--- src/rtl/fetch_stage.sv ---
// Instruction-fetch stage: owns the PC, drives a 1-cycle-latency synchronous
// IMEM, and presents instr/pc/valid plus the immediate-format select to decode.
// A one-entry hold register keeps the fetched word stable across decode stalls.
module fetch_stage #(
    parameter int unsigned    N        = 32,
    parameter logic [N-1:0]   RESET_PC = 32'h4000_0000
) (
    input  logic         clk,
    input  logic         rst,
    input  logic         stall,
    input  logic         redirect,
    input  logic [N-1:0] redirect_pc,
    output logic         imem_en,
    output logic [N-1:0] imem_addr,
    input  logic [N-1:0] imem_rdata,
    output logic [N-1:0] instr,
    output logic [N-1:0] pc,
    output logic         valid,
    output logic [1:0]   imm_sel
);

    localparam int unsigned OPC_W = 7;
    localparam int unsigned SEL_W = 2;

    localparam logic [N-1:0] NOP_INSTR = N'(32'h0000_0013);
    localparam logic [N-1:0] PC_STEP   = N'(4);

    localparam logic [OPC_W-1:0] OPC_STORE  = 7'b0100011;
    localparam logic [OPC_W-1:0] OPC_BRANCH = 7'b1100011;
    localparam logic [OPC_W-1:0] OPC_LUI    = 7'b0110111;
    localparam logic [OPC_W-1:0] OPC_AUIPC  = 7'b0010111;

    localparam logic [SEL_W-1:0] IMM_I = 2'd0;
    localparam logic [SEL_W-1:0] IMM_S = 2'd1;
    localparam logic [SEL_W-1:0] IMM_B = 2'd2;
    localparam logic [SEL_W-1:0] IMM_U = 2'd3;

    typedef enum logic [1:0] {
        BOOT = 2'd0,
        RUN  = 2'd1,
        HOLD = 2'd2
    } state_t;

    state_t       state_q;
    state_t       state_nxt;
    logic [N-1:0] pc_q;
    logic [N-1:0] pc_nxt;
    logic [N-1:0] hold_q;
    logic [N-1:0] hold_nxt;
    logic [N-1:0] pc_inc;
    logic [N-1:0] redirect_addr;

    // Low two bits of the target are forced to zero; keep lint quiet about them.
    logic unused_redirect_lsbs;
    assign unused_redirect_lsbs = ^redirect_pc[1:0];

    // Sequential and word-aligned redirect addresses (pc+4 wraps modulo 2^N).
    assign pc_inc        = pc_q + PC_STEP;
    assign redirect_addr = {redirect_pc[N-1:2], 2'b00};

    // State, PC and hold registers with asynchronous reset back to BOOT.
    always_ff @(posedge clk or posedge rst) begin
        if (rst) begin
            state_q <= BOOT;
            pc_q    <= RESET_PC;
            hold_q  <= '0;
        end else begin
            state_q <= state_nxt;
            pc_q    <= pc_nxt;
            hold_q  <= hold_nxt;
        end
    end

    // Next-state and IMEM request: redirect beats stall beats sequential fetch.
    always_comb begin
        state_nxt = state_q;
        pc_nxt    = pc_q;
        hold_nxt  = hold_q;
        imem_en   = 1'b0;
        imem_addr = pc_inc;

        unique case (state_q)
            BOOT: begin
                imem_en   = 1'b1;
                imem_addr = RESET_PC;
                pc_nxt    = RESET_PC;
                state_nxt = RUN;
            end
            RUN, HOLD: begin
                if (redirect) begin
                    // Current instruction is dropped even when decode stalls.
                    imem_en   = 1'b1;
                    imem_addr = redirect_addr;
                    pc_nxt    = redirect_addr;
                    state_nxt = RUN;
                end else if (stall) begin
                    // Capture the returning word only on the first stall cycle.
                    imem_en   = 1'b0;
                    imem_addr = pc_inc;
                    if (state_q == RUN) begin
                        hold_nxt  = imem_rdata;
                        state_nxt = HOLD;
                    end
                end else begin
                    imem_en   = 1'b1;
                    imem_addr = pc_inc;
                    pc_nxt    = pc_inc;
                    state_nxt = RUN;
                end
            end
            default: begin
                state_nxt = BOOT;
            end
        endcase

        // No fetch while reset is held.
        if (rst) begin
            imem_en   = 1'b0;
            imem_addr = RESET_PC;
        end
    end

    // Decode-facing instruction and valid selected by the current state.
    always_comb begin
        instr = NOP_INSTR;
        valid = 1'b0;
        unique case (state_q)
            RUN: begin
                instr = imem_rdata;
                valid = 1'b1;
            end
            HOLD: begin
                instr = hold_q;
                valid = 1'b1;
            end
            default: begin
                instr = NOP_INSTR;
                valid = 1'b0;
            end
        endcase
    end

    assign pc = pc_q;

    // Immediate format from the major opcode; J-type is handled downstream.
    always_comb begin
        imm_sel = IMM_I;
        unique case (instr[OPC_W-1:0])
            OPC_STORE:            imm_sel = IMM_S;
            OPC_BRANCH:           imm_sel = IMM_B;
            OPC_LUI, OPC_AUIPC:   imm_sel = IMM_U;
            default:              imm_sel = IMM_I;
        endcase
    end

endmodule

--- config.mk ---
export PLATFORM = sky130hd
export DESIGN_NAME = fetch_stage
export DESIGN_NICKNAME = d
export VERILOG_FILES = /design/src/rtl/fetch_stage.sv
export SDC_FILE = /design/constraint.sdc
export NUM_CORES = 1
export LEC_CHECK = 0
export ABC_AREA = 1
export CELL_PAD_IN_SITES_DETAIL_PLACEMENT = 1
export CELL_PAD_IN_SITES_GLOBAL_PLACEMENT = 2
export CORE_ASPECT_RATIO = 1.25
export CORE_MARGIN = 1.5
export CORE_UTILIZATION = 23
export CTS_CLUSTER_DIAMETER = 40
export DETAILED_ROUTE_END_ITERATION = 8
export PLACE_DENSITY_LB_ADDON = 0.3
export SLEW_MARGIN = 20
export SYNTH_ARGS = -nofsm -noshare
export SYNTH_HDL_FRONTEND = slang
export SYNTH_SLANG_ARGS = --single-unit
--- constraint.sdc ---
create_clock -name clk -period 4.7 [get_ports clk]
set_input_delay 0.94 -clock clk [delete_from_list [all_inputs] [get_ports clk]]
set_output_delay 0.94 -clock clk [all_outputs]
set_load 0.02 [all_outputs]
==> results_dict.tcl, run 1 <==
set metrics [dict create \
    cts_hold_buf 0 \
    die_area_sq_um 21200 \
    syn_area_sq_um 4670 \
    grt_antenna_before_repair 0 \
    yosys_warnings 0 \
    place_congestion 0.811 \
    via_per_inst 4.49 \
    hpwl_mm 13.9 \
    min_path_cells 2 \
    wl_per_cell_microns 16.0 \
    power.share.clock_pct 17.0 \
    maxSlewViolCount 0 \
    ys_ff_latch 66 \
    vdd_ir_drop_max_mv 0.292 \
    muxShareOfSynthArea_pct 0 \
    rows 58 \
    clock-root-buffer "clkbuf_16" \
    hold_path.class "flop to flop" \
    synth_cell_types 32 \
    synth_common_cells "302 x nand2_1, 81 x nor2_1, 65 x dfrtp_1" \
    die_h_microns 162 \
    port_buffers 165 \
    synthTopCellsByArea "dfrtp_1 35%, nand2_1 24%, nor2_1 6.5%" \
    skew_ps 10.2 \
    grtUsageTotal_pct 18.3 \
    final_net_count 975 \
    crit_path_start_kind "flop" \
    synth-simple-area-share_pct 37.9 \
    combPwrFrac_pct 58.6 \
    finalHoldViolations 0 \
    placed_area_sq_um 6670 \
    cts_buffers 9 \
    antenna_cells 0 \
    dp_slack_ps 739 \
    postSynthAreaPerCell_sq_um 6.26 \
    yosys.area.top_type "dfrtp_1" \
    final_layout_size_suffix_gt1_share_pct 6.84 \
    overflow 0 \
    setup_viol 0 \
    arrival_ps 3010 \
    post_cts_buffers 0 \
    synth_edf_count 0 \
    hold_ws_ps 469 \
    worstSkewPairLatency_ps 350 \
    worstHoldStart "hold_q[30]" \
    pwr-share-seq_pct 24.5 \
    h-tree-depth 3 \
    reg2regPathDepth 9 \
    cts_tree "built" \
    status "finished, final reports clean" \
    period_needed_ps 3950 \
    power_density_nw_per_um2 639 \
    intPower_mw 2.36 \
    setup_tns_ps 0 \
    required_ps 3760 \
    first_pass_iters 4 \
    max-clock-path-buffers 2 \
    drt_iter0_drc 111 \
    final_cell_area_sq_um 6990 \
    cts_sinks 66 \
    netlist.area_leader.share_pct 34.8 \
    grt_max_degree 60 \
    synthXorXnorAreaFrac_pct 2.62 \
    core_sq_um 20000 \
    ys_async_sr_fraction_pct 100 \
    max_freq_ghz 0.253 \
    synth_top_family_by_area "simple AND/OR/NAND/NOR gates" \
    cts_resized 0 \
    synth_compound_area_share_pct 15.9 \
    grt_pass1_wl_mm 29.8 \
    drc 0 \
    p_leak_nw 2.93 \
    synth_fp_nets 820 \
    synth_top_flop_cell "dfrtp_1" \
    slew_headroom_pct 60.4 \
    synthAdderAreaFrac_pct 1.34 \
    startpoint "state_q[0]" \
    rr_startpoint "state_q[1]" \
    setup_ws_ps 751 \
    syn_inst 747 \
    min_period_over_period_pct 84.0 \
    worstPathCellList "ha_1 > buf_4 > clkinv_1 > buf_4 > nand2_1 > nand2_1 > a21oi_1 > clkdlybuf4s50_1" \
    antenna_left 0 \
    vias 5281 \
    wirelength_mm 18.8 \
    switching_share_pct 47.1 \
    die_x_microns 130 \
    worstSetupEndpointType "primary output" \
    max_cap_violations 0 \
    tightest_slew_ps 594 \
    fillCellCount 2533 \
    io-pin-count 168 \
    cp_slowest_stage_delay_ps 660 \
    area_growth_pct 49.6 \
    crit_path_top_delay_cell "clkdlybuf4s50_1" \
    synth_seq_area_share_pct 35.4 \
    critical_path_class "flop to primary output" \
    start_util_pct 23.3 \
    final_util_pct 34.9 \
    switchingPower_mw 2.10 \
    yosysMostFrequentCell "nand2_1" \
    clk_pin_slew_ps 60 \
    grt_pass1_vias 5663 \
    rsz0062_at_grt "no" \
    crit_fanout 31 \
]
[state kept, by name (all words and copies together), names as in the netlist]
name	cells
hold_q	32
pc	32
state_q	2
[through the flow]
step	power, mW	std cells
global route	4.84	1177
finish	4.47	1177
detailed placement	3.77	1161
CTS	4.56	1177
floorplan	2.56	747
global placement	3.75	1161
[layout make-up]
cell class	instances	area (sq um)	area share, %
flip-flops and latches	66	1650	23.6
clock inverters	5	77.6	1.11
clock buffers	11	243	3.47
multi-input cells	597	2700	38.6
well taps	270	338	4.83
repair buffers	183	1810	25.9
inverters	45	170	2.43
[final timing paths]
kind                                     end  slack (ps)
worst min-delay path              hold_q[30]         470
worst max-delay path            imem_addr[5]         750
worst min register to register    hold_q[30]         470
min in group asynchronous              pc[2]         950
max in group asynchronous              pc[0]        3140
worst max register to register    hold_q[10]        2340
[power groups by stage]
stage          logic [mW]  registers (mW)  clock network [mW]
2_1_floorplan        1.41            1.15                   0
3_3_place_gp         2.65            1.10                   0
3_5_place_dp         2.67            1.11                   0
4_1_cts              2.68            1.10               0.784
5_1_grt              2.90            1.14               0.804
6_report             2.62            1.09               0.758
[metal layers]
metal,vias up,wire (microns),GRT usage [%],share of wire (%)
met1,2458,7710,20.5,41
li1,2682,-,-,-
met3,18,1040,4.17,5.5
met5,-,0,0,0
met4,0,289,5.84,1.5
met2,123,9760,33.8,52
[worst max-delay path, delay by kind of cell, from the launching register on]
family          cells  cell delay, ps
compound gates      1             240
fa+ha+maj           1             170
buf+inv             4            1680
flops               1             410
simple gates        2             160
[layout by cell type, fill, tap and decap left out]
cell type,count
nand2_1,302
clkdlybuf4s50_1,165
nor2_1,81
dfrtp_1,65
a21oi_1,58
o21ai_0,49
inv_1,36
nand3_1,29
buf_4,16
o21ai_1,15
clkbuf_16,9
nor2_2,7
xnor2_1,7
xor2_1,7
inv_2,6
nand4_1,5
o211ai_1,5
ha_1,5
a21o_1,4
nand2_2,3
nor2_4,3
nor3_1,3
clkinv_2,3
clkinv_1,2
nand3_2,2
a31oi_1,2
or2_2,2
nand3b_1,2
a21oi_2,2
o21ai_2,2
bufinv_16,2
buf_12,2
o21bai_1,1
a22oi_1,1
clkbuf_8,1
clkbuf_1,1
clkinvlp_4,1
dfstp_2,1
[kinds of logic (layout without fill, tap and decap cells)]
family | count (synthesis) | in the layout
simple gates | 439 | 439
compound gates | 139 | 139
fa+ha+maj | 5 | 5
buf+inv | 84 | 244
flops | 66 | 66
xor+xnor | 14 | 14
(Power assumes the default switching activity.)
==> run 2: changes to the inputs <==
clock period = 4 ns   (was 4.7 ns; I/O delays follow)
==> results_dict.tcl, run 2 (synthesized netlist as in run 1, its figures left out) <==
set metrics [dict create \
    tightest_slew_ps 590 \
    slew_headroom_pct 60.6 \
    clk_pin_slew_ps 60 \
    mostFrequentLayoutCells "302 x nand2_1, 165 x clkdlybuf4s50_1, 81 x nor2_1" \
    max-clock-path-buffers 2 \
    cts_tree "built" \
    cts_sinks 66 \
    max_cap_violations 0 \
    antenna_left 0 \
    maxSlewViolCount 0 \
    pwr-share-seq_pct 24.6 \
    clock-root-buffer "clkbuf_16" \
    grt_antenna_before_repair 1 \
    min_period_over_period_pct 93.0 \
    switchingPower_mw 2.48 \
    area_growth_pct 49.7 \
    hold_end "hold_q[21]" \
    arrival_ps 2920 \
    crit_path_start_kind "flop" \
    final_layout_size_suffix_gt1_share_pct 6.95 \
    hpwl_mm 13.9 \
    required_ps 3200 \
    rows 58 \
    p_leak_nw 2.92 \
    port_buffers 165 \
    die_h_microns 162 \
    grt_max_degree 60 \
    die_x_microns 130 \
    finalHoldViolations 0 \
    grtUsageTotal_pct 18.4 \
    worstHoldStart "hold_q[21]" \
    switching_share_pct 47.5 \
    r2r_slack_ps 1600 \
    core_sq_um 20000 \
    rsz0062_at_grt "no" \
    via_per_inst 4.53 \
    drt_iter0_drc 108 \
    status "finished, final reports clean" \
    start_util_pct 23.3 \
    power.share.clock_pct 16.3 \
    h-tree-depth 3 \
    io-pin-count 168 \
    cts_buffers 9 \
    vdd_ir_drop_max_mv 0.245 \
    crit_fanout 5 \
    rr_startpoint "state_q[1]" \
    setup_tns_ps 0 \
    worstSetupEndpointType "primary output" \
    worstSkewPairLatency_ps 340 \
    combPwrFrac_pct 59.1 \
    max_freq_ghz 0.269 \
    skew_ps 6.02 \
    dp.cells 1161 \
    intPower_mw 2.74 \
    die_area_sq_um 21200 \
    min_path_cells 2 \
    overflow 0 \
    fillCellCount 2538 \
    mostFrequentLayoutCell "nand2_1" \
    final_net_count 975 \
    grt_pass1_vias 5525 \
    critical_path_class "flop to primary output" \
    vias 5337 \
    cts_hold_buf 0 \
    place_congestion 0.817 \
    final_cells 1178 \
    reg2regPathDepth 9 \
    setup_viol 0 \
    period_needed_ps 3720 \
    rr_endpoint "hold_q[11]" \
    first_pass_iters 4 \
    grt_pass1_wl_mm 29.9 \
    wirelength_mm 18.8 \
    hold_path.class "flop to flop" \
    post_cts_buffers 0 \
    wl_per_cell_microns 16.0 \
    power_density_nw_per_um2 746 \
    drc 0 \
]
-- run 2: changes by cell type in the layout (fill, tap and decap cells not counted) --
| cell | previous run | this run |
|---|---|---|
| diode_2 | 0 | 1 |
| buf_12 | 2 | 3 |
| clkinv_2 | 3 | 2 |
| dfrtp_1 | 65 | 64 |
| clkbuf_8 | 1 | 2 |
| bufinv_16 | 2 | 1 |
| dfrtp_2 | 0 | 1 |
| clkinvlp_4 | 1 | 2 |
| buf_4 | 16 | 15 |
-- run 2: final cells by class --
class	count	area [sq um]	share of cell area (%)
multi-input combinational	597	2700	38.6
timing repair buffer	183	1820	26.1
sequential	66	1650	23.6
tap	270	338	4.83
clock buffer	12	256	3.67
inverter	45	170	2.43
clock inverter	4	50.0	0.716
antenna	1	2.50	0.0358
-- run 2: repair_timing --
action | 4_1_cts | 5_1_grt
resized for setup | 0 | 1
endpoints found under the hold margin | 0 | 0
endpoints found under the setup margin | 0 | 1
-- run 2: worst max path at each step --
stage               slack (ps)     start       endpoint
floorplan                  810       rst  imem_addr[21]
global placement           340  redirect        imem_en
detailed placement         340  redirect        imem_en
CTS                        150     pc[2]  imem_addr[22]
global route                40     pc[3]  imem_addr[22]
finish                     280     pc[3]  imem_addr[22]
-- run 2: critical path, stage by stage, from the launching register on --
cell             delay [ps]
dfrtp_1                 460
ha_1                    250
nand2_1                 110
nor2_2                  230
nand2_2                 160
nor2_4                  200
nand3_1                 120
nand2_1                  80
nand2_1                  70
nand2_1                  60
nand2_1                  60
a21oi_1                 160
clkdlybuf4s50_1         630
-- run 2: per-stage QoR --
stage | power [mW] | util, % | cell area (sq um) | setup slack [ps] | hold slack (ps)
after floorplan | 3.00 | - | 4670 | 813 | 442
after global placement | 4.41 | 33.4 | 6680 | 340 | 453
after detailed placement | 4.44 | 33.4 | 6680 | 338 | 462
after CTS | 5.32 | 34.9 | 6990 | 151 | 476
after global routing | 5.67 | 34.9 | 6990 | 37.6 | 507
final | 5.22 | 34.9 | 6990 | 278 | 472
-- run 2: power by group through the flow --
stage / clock [mW] / sequential (mW) / combinational, mW
floorplan: 0 / 1.35 / 1.66
global placement: 0 / 1.29 / 3.12
detailed placement: 0 / 1.30 / 3.14
CTS: 0.878 / 1.29 / 3.15
global route: 0.904 / 1.35 / 3.42
finish: 0.851 / 1.29 / 3.08
-- run 2: metal layers --
layer	vias to the layer above	global-route usage, %	wire length, microns
met2	120	33.6	9730
met3	13	4.50	1060
met4	0	4.75	255
met5	-	0	0
met1	2521	21.2	7770
li1	2683	-	-
